[config.mk]
export PLATFORM = sky130hd
export DESIGN_NAME = pixel_stream_tx_flat
export DESIGN_NICKNAME = d
export VERILOG_FILES = /design/src/rtl/pixel_stream_tx_if.sv /design/src/rtl/pixel_stream_tx.sv /design/src/flat_wrapper.sv
export SDC_FILE = /design/constraint.sdc
export NUM_CORES = 1
export LEC_CHECK = 0
export ABC_AREA = 0
export CAP_MARGIN = 20
export CORE_AREA = 2 2 76 78
export DETAILED_ROUTE_END_ITERATION = 10
export DIE_AREA = 0 0 78 80
export GPL_TIMING_DRIVEN = 0
export PLACE_DENSITY = 0.82
export SLEW_MARGIN = 20
export SYNTH_ARGS = -nofsm -noshare
export SYNTH_HDL_FRONTEND = slang
export SYNTH_SLANG_ARGS = --single-unit
[constraint.sdc]
create_clock -name clk -period 1.9 [get_ports clk]
set_input_delay 0.19 -clock clk [delete_from_list [all_inputs] [get_ports clk]]
set_output_delay 0.19 -clock clk [all_outputs]
set_load 0.005 [all_outputs]
[src/rtl/pixel_stream_tx_if.sv]
`timescale 1ns/1ps
// Frame-memory read port and RGB pixel stream of pixel_stream_tx.
// master = the pixel source side, slave = memory / downstream side.
interface pixel_stream_tx_if #(
    parameter int ADDR_W = 12
);
    logic              mem_rd;
    logic [ADDR_W-1:0] mem_addr;
    logic [23:0]       mem_rdata;
    logic [7:0]        dataR;
    logic [7:0]        dataG;
    logic [7:0]        dataB;
    logic              pix_valid;
    logic              sof;
    logic              eol;
    logic              sol;
    logic              eof;

    modport master (
        output mem_rd, mem_addr, dataR, dataG, dataB, pix_valid, sof, eol, sol, eof,
        input  mem_rdata
    );

    modport slave (
        input  mem_rd, mem_addr, dataR, dataG, dataB, pix_valid, sof, eol, sol, eof,
        output mem_rdata
    );
endinterface

[src/rtl/pixel_stream_tx.sv]
`timescale 1ns/1ps
// Raster RGB pixel source: reads a frame from 1-cycle-latency memory and streams it line by line
// with zero-filled horizontal blanking. Macro PIXEL_STREAM_TX_FLUSH_EN appends two zero lines.
module pixel_stream_tx #(
    parameter int IMG_W  = 64,
    parameter int IMG_H  = 64,
    parameter int HBLANK = 4,
    parameter int ADDR_W = 12
) (
    input  logic clk,
    input  logic rstn,
    input  logic start,
    output logic busy,
    output logic done,
    pixel_stream_tx_if.master bus
);
    localparam int LINE_P = IMG_W + HBLANK;
    localparam int XW     = $clog2(LINE_P);
    localparam int HW     = $clog2(HBLANK);
    localparam int YW     = (IMG_H > 1) ? $clog2(IMG_H) : 1;

    localparam logic [XW-1:0] X_LAST = XW'(IMG_W - 1);
    localparam logic [HW-1:0] H_LAST = HW'(HBLANK - 1);
    localparam logic [YW-1:0] Y_LAST = YW'(IMG_H - 1);
`ifdef PIXEL_STREAM_TX_FLUSH_EN
    localparam logic [XW-1:0] P_LAST = XW'(LINE_P - 1);
`endif

    typedef enum logic [2:0] {S_IDLE, S_LINE, S_HBLANK, S_FLUSH, S_FIN} state_t;

    typedef struct packed {
        logic vld;
        logic sof;
        logic sol;
        logic eol;
        logic eof;
        logic fl;
    } tag_t;

    state_t            state, state_nxt;
    logic [XW-1:0]     x;
    logic [HW-1:0]     hb;
    logic [YW-1:0]     y;
    logic [ADDR_W-1:0] addr;
`ifdef PIXEL_STREAM_TX_FLUSH_EN
    logic              fl_ln;
`endif

    tag_t        tag_p0, tag_p1;
    logic [7:0]  r_p2, g_p2, b_p2;
    logic        vld_p2;
    logic [3:0]  mrk_p2;

    function automatic logic [23:0] pix_gate(input logic [23:0] rdata, input logic real_px);
        return real_px ? rdata : 24'd0;
    endfunction

    always_ff @(posedge clk) begin
        if (!rstn) state <= S_IDLE;
        else       state <= state_nxt;
    end

    always_comb begin
        state_nxt  = state;
        busy       = 1'b0;
        done       = 1'b0;
        bus.mem_rd = 1'b0;
        tag_p0     = '0;
        case (state)
            S_IDLE: if (start) state_nxt = S_LINE;
            S_LINE: begin
                busy       = 1'b1;
                bus.mem_rd = 1'b1;
                tag_p0.vld = 1'b1;
                tag_p0.sol = (x == '0);
                tag_p0.eol = (x == X_LAST);
                tag_p0.sof = (x == '0) && (y == '0);
`ifndef PIXEL_STREAM_TX_FLUSH_EN
                tag_p0.eof = (x == X_LAST) && (y == Y_LAST);
`endif
                if (x == X_LAST) state_nxt = S_HBLANK;
            end
            S_HBLANK: begin
                busy = 1'b1;
                if (hb == H_LAST) begin
`ifdef PIXEL_STREAM_TX_FLUSH_EN
                    state_nxt = (y == Y_LAST) ? S_FLUSH : S_LINE;
`else
                    state_nxt = (y == Y_LAST) ? S_FIN : S_LINE;
`endif
                end
            end
`ifdef PIXEL_STREAM_TX_FLUSH_EN
            S_FLUSH: begin
                busy = 1'b1;
                if (x <= X_LAST) begin
                    tag_p0.vld = 1'b1;
                    tag_p0.fl  = 1'b1;
                    tag_p0.sol = (x == '0);
                    tag_p0.eol = (x == X_LAST);
                    tag_p0.eof = fl_ln && (x == X_LAST);
                end
                if (fl_ln && (x == P_LAST)) state_nxt = S_FIN;
            end
`endif
            S_FIN: begin
                done      = 1'b1;
                state_nxt = S_IDLE;
            end
            default: state_nxt = S_IDLE;
        endcase
    end

    // Raster counters; the address simply increments across lines.
    always_ff @(posedge clk) begin
        if (!rstn) begin
            x    <= '0;
            hb   <= '0;
            y    <= '0;
            addr <= '0;
`ifdef PIXEL_STREAM_TX_FLUSH_EN
            fl_ln <= 1'b0;
`endif
        end else begin
            case (state)
                S_IDLE: if (start) begin
                    x    <= '0;
                    hb   <= '0;
                    y    <= '0;
                    addr <= '0;
`ifdef PIXEL_STREAM_TX_FLUSH_EN
                    fl_ln <= 1'b0;
`endif
                end
                S_LINE: begin
                    addr <= addr + 1'b1;
                    x    <= (x == X_LAST) ? '0 : x + 1'b1;
                end
                S_HBLANK: begin
                    if (hb == H_LAST) begin
                        hb <= '0;
                        if (y != Y_LAST) y <= y + 1'b1;
                    end else begin
                        hb <= hb + 1'b1;
                    end
                end
`ifdef PIXEL_STREAM_TX_FLUSH_EN
                S_FLUSH: begin
                    if (x == P_LAST) begin
                        x     <= '0;
                        fl_ln <= 1'b1;
                    end else begin
                        x <= x + 1'b1;
                    end
                end
`endif
                default: ;
            endcase
        end
    end

    assign bus.mem_addr = addr;

    // Stage 1: slot tag waits one cycle for the memory read data.
    always_ff @(posedge clk) begin
        if (!rstn) tag_p1 <= '0;
        else       tag_p1 <= tag_p0;
    end

    // Stage 2: registered pixel, zero on blank and flush slots.
    always_ff @(posedge clk) begin
        if (!rstn) begin
            r_p2   <= '0;
            g_p2   <= '0;
            b_p2   <= '0;
            vld_p2 <= 1'b0;
            mrk_p2 <= '0;
        end else begin
            {r_p2, g_p2, b_p2} <= pix_gate(bus.mem_rdata, tag_p1.vld && !tag_p1.fl);
            vld_p2 <= tag_p1.vld;
            mrk_p2 <= {tag_p1.sof, tag_p1.sol, tag_p1.eol, tag_p1.eof};
        end
    end

    assign bus.dataR     = r_p2;
    assign bus.dataG     = g_p2;
    assign bus.dataB     = b_p2;
    assign bus.pix_valid = vld_p2;
    assign {bus.sof, bus.sol, bus.eol, bus.eof} = mrk_p2;
endmodule

[src/flat_wrapper.sv]
// flat-port wrapper written by rule: the top's interface ports become plain ports
module pixel_stream_tx_flat 
#(
    parameter int IMG_W  = 64,
    parameter int IMG_H  = 64,
    parameter int HBLANK = 4,
    parameter int ADDR_W = 12
)
  (clk, rstn, start, busy, done, bus_mem_rd, bus_mem_addr, bus_dataR, bus_dataG, bus_dataB, bus_pix_valid, bus_sof, bus_eol, bus_sol, bus_eof, bus_mem_rdata);
  pixel_stream_tx_if #(.ADDR_W(ADDR_W)) bus_i ();
  input  logic clk;
  input  logic rstn;
  input  logic start;
  output logic busy;
  output logic done;
  output wire logic [$bits(bus_i.mem_rd)-1:0] bus_mem_rd;
  output wire logic [$bits(bus_i.mem_addr)-1:0] bus_mem_addr;
  output wire logic [$bits(bus_i.dataR)-1:0] bus_dataR;
  output wire logic [$bits(bus_i.dataG)-1:0] bus_dataG;
  output wire logic [$bits(bus_i.dataB)-1:0] bus_dataB;
  output wire logic [$bits(bus_i.pix_valid)-1:0] bus_pix_valid;
  output wire logic [$bits(bus_i.sof)-1:0] bus_sof;
  output wire logic [$bits(bus_i.eol)-1:0] bus_eol;
  output wire logic [$bits(bus_i.sol)-1:0] bus_sol;
  output wire logic [$bits(bus_i.eof)-1:0] bus_eof;
  input wire logic [$bits(bus_i.mem_rdata)-1:0] bus_mem_rdata;
  assign bus_mem_rd = bus_i.mem_rd;
  assign bus_mem_addr = bus_i.mem_addr;
  assign bus_dataR = bus_i.dataR;
  assign bus_dataG = bus_i.dataG;
  assign bus_dataB = bus_i.dataB;
  assign bus_pix_valid = bus_i.pix_valid;
  assign bus_sof = bus_i.sof;
  assign bus_eol = bus_i.eol;
  assign bus_sol = bus_i.sol;
  assign bus_eof = bus_i.eof;
  assign bus_i.mem_rdata = bus_mem_rdata;
  pixel_stream_tx #(.IMG_W(IMG_W), .IMG_H(IMG_H), .HBLANK(HBLANK), .ADDR_W(ADDR_W)) u_core (.clk(clk), .rstn(rstn), .start(start), .busy(busy), .done(done), .bus(bus_i));
endmodule
==> results by group <==
Outcome
  • Status: complete, no violations

Setup path
  • Startpoint types: flop
  • Worst r2r src: u_core.state[0]
  • R2R Path End: u_core.bus.mem_addr[6]
  • Req. time, crit path: 2.17 ns
  • CP max-delay cell: or4_4
  • Cells along the critical path: buf_6, or3b_4, buf_4, buf_6, or4_4, a21oi_2
  • WS Path Type: reg -> reg
  • Max incr delay on CP: 0.51 ns
  • Critical Path Sink Type: flop
  • Worst r2r path cells: 6
  • Crit Path Max Fanout: 10
  • Critical Path AT: 2.13 ns
  • FF-to-FF setup slack: 0.04 ns
  • Top cell by count, worst path: buf_6

Finish
  • Fin util: 64.8%
  • Non-filler instance count after layout: 412
  • Ant. Diodes: 0
  • Most frequent cells in the layout: clkdlybuf4s50_1, dfxtp_1, and3_1
  • Share of cells above drive strength 1: 9.12%
  • Area growth syn-to-layout: 43.2%
  • Leading cell type in the layout, fill and taps excluded: clkdlybuf4s50_1
  • Nets: 368

Synth
  • Ranking of synthesized cells by area: dfxtp_1, and3_1, nor2_1
  • Mapped Avg Cell Area: 9.66 um^2
  • Register bit total from synthesis: 64
  • Post-synth top flop: dfxtp_1
  • Unique cell type count in the Yosys netlist: 49
  • Synth Cell Area: 2440 um^2
  • Cell count after synthesis: 253
  • Asr flop ratio synth: 0%
  • Post-synth EDFFs: 0
  • Syn_nets: 286
  • Seq/Total Area, Yosys: 52.4%
  • Dominant cell type by area after synthesis: dfxtp_1
  • Synth warnings: 0
  • Share of the synthesized area in the top cell type: 52.4%

Power and ir drop
  • Max VDD drop: 0.000662 V
  • Pwr dens: 856 nW/um^2
  • Tot Pwr: 0.00300 W
  • Cell leakage power: 1.43 nW

Floorplanning
  • Initial Utilization: 45.2%
  • Die W: 78 um
  • Number of core rows: 27
  • Core ar.: 5410 um^2
  • Boundary pin count: 71
  • Die Height: 80 um
  • Die area: 6240 um^2

Drt
  • Routed WL: 5800 um
  • DRC viols: 0
  • First-pass DRT Iterations: 4
  • Drt wl/cell: 14.1 um
  • Average vias per placed instance: 5.31
  • Via count: 2188
  • Iteration-0 DRC Markers: 125
  • Final ANT Viol Nets: 0

Min path
  • Hold WC Path Type: reg -> reg
  • Hold path start: u_core.tag_p1[1]
  • Worst hold path cell count: 1
  • Hold EP: u_core.mrk_p2[0]

Place
  • Placer Congestion: 0.773
  • I/O Buffers: 70
  • Placed cell count: 395
  • DP Worst Slack: -0.137 ns
  • Final HPWL DP: 4030 um

Timing
  • Final hold violations: 0
  • RSZ-0062 raised after global routing: false
  • Max frequency: 538 MHz
  • Final min period: 1.86 ns
  • Clock skew: 0.00287 ns
  • Slew margin rel.: 63.3%
  • Tcrit/Tclk final: 97.7%
  • Worst setup margin: 0.0430 ns
  • Final setup violation count: 0
  • Max-slew violations: 0
  • Worst-margin pin slew: 0.546 ns
  • Setup TNS Final: 0 ns

Global route
  • Number of global-route vias before repair: 2000
  • First-pass GRT wire length: 9250 um
  • Gr usage total: 19.3%
  • Pin count of the biggest net entering global routing: 12
  • Initial antenna violation count: 0
  • Remaining global-route overflow: 0

Clocking
  • Clock Sinks: 64
  • CTS Hold Bufs: 0
  • CTS H-tree lvls: 3
  • Clk_lat worst skew: 0.34 ns
  • Clock Path Buffers: 2
  • CTS Buf Count: 9
  • Clock root buffer master: clkbuf_8
  • Worst-path clk slew: 0.07 ns
  • CTS tree: built

Job
  • Max_cap viols: 0
==> power by group <==
| part | leakage, nW | switching [W] | internal, W |
|---|---|---|---|
| Clock | 0.116 | 0.000526 | 0.000867 |
| Combinational | 0.799 | 0.000100 | 0.000126 |
| Sequential | 0.518 | 0.0000110 | 0.00136 |
| Total | 1.43 | 0.000637 | 0.00236 |
==> cell usage after synthesis, types with 3 or more instances <==
master    count
dfxtp_1      64
and3_1       31
nor2_1       21
nand2_1      16
nand3_1      13
and2_1        8
clkbuf_1      8
a21oi_1       7
inv_1         7
o21ai_0       7
ha_1          6
mux2i_1       4
nor3_1        4
nand2b_1      3
nand4_1       3
nor2b_1       3
o22a_1        3
==> logic make-up after synthesis <==
| family | count (synthesis) | synth area share, % |
|---|---|---|
| AOI/OAI and AO/OA | 43 | 12.5 |
| xor gates and xnor gates | 1 | 0.358 |
| adders and majority gates | 6 | 3.07 |
| buffers and inverters | 19 | 3.68 |
| DFF | 64 | 52.4 |
| muxes | 6 | 2.56 |
| and+or+nand+nor | 114 | 25.4 |
==> registers in the layout, indices dropped and copies added (netlist names) <==
register	cells
u_core.mrk_p2	4
u_core.bus.pix_valid	1
u_core.bus.mem_addr	12
u_core.state	3
u_core.bus.dataG	8
u_core.x	7
u_core.tag_p1	5
u_core.bus.dataR	8
u_core.hb	2
u_core.y	6
u_core.bus.dataB	8
==> worst max-delay path: cells and delay by family (launching register included) <==
| family | cells | cell delay (ns) |
|---|---|---|
| compound gates | 1 | 0.14 |
| flops | 1 | 0.33 |
| buf+inv | 3 | 0.41 |
| simple gates | 2 | 0.90 |
==> worst max-delay path by stage <==
stage / from / end / slack, ns
2_1_floorplan: u_core.state[0] / u_core.bus.mem_addr[7] / 0.27
3_3_place_gp: start / u_core.bus.mem_addr[7] / -0.13
3_5_place_dp: start / u_core.bus.mem_addr[7] / -0.14
4_1_cts: u_core.state[0] / u_core.bus.mem_addr[6] / 0.03
5_1_grt: u_core.state[0] / u_core.bus.mem_addr[6] / 0.02
6_report: u_core.state[0] / u_core.bus.mem_addr[6] / 0.04
==> area by class of cell <==
| class | instances | area (um^2) |
|---|---|---|
| Tap cell | 72 | 90.1 |
| Fill cell | 443 | 1900 |
| Buffer | 11 | 67.6 |
| Clock buffer | 10 | 128 |
| Multi-Input combinational cell | 170 | 1090 |
| Inverter | 8 | 30.0 |
| Sequential cell | 64 | 1280 |
| Clock inverter | 6 | 108 |
| Timing Repair Buffer | 71 | 709 |
==> layer usage <==
layer | wire length [um] | up-vias | GRT usage (%)
met5 | 0 | - | 0
met1 | 2560 | 1004 | 22.6
li1 | - | 1076 | -
met2 | 2680 | 101 | 32.2
met3 | 465 | 7 | 7.13
met4 | 91 | 0 | 7.72
==> metrics by stage <==
step / hold slack [ns] / instance area, um^2
5_1_grt: 0.446 / 3500
3_3_place_gp: 0.414 / 3240
4_1_cts: 0.440 / 3490
2_1_floorplan: 0.349 / 2440
6_report: 0.439 / 3500
3_5_place_dp: 0.424 / 3240
==> what timing repair did <==
item / 4_1_cts / 5_1_grt
buffers inserted: 1 / 0
setup endpoints to repair: 3 / 4
resized for setup: 7 / 5
Power figures use the tool's default switching activity.
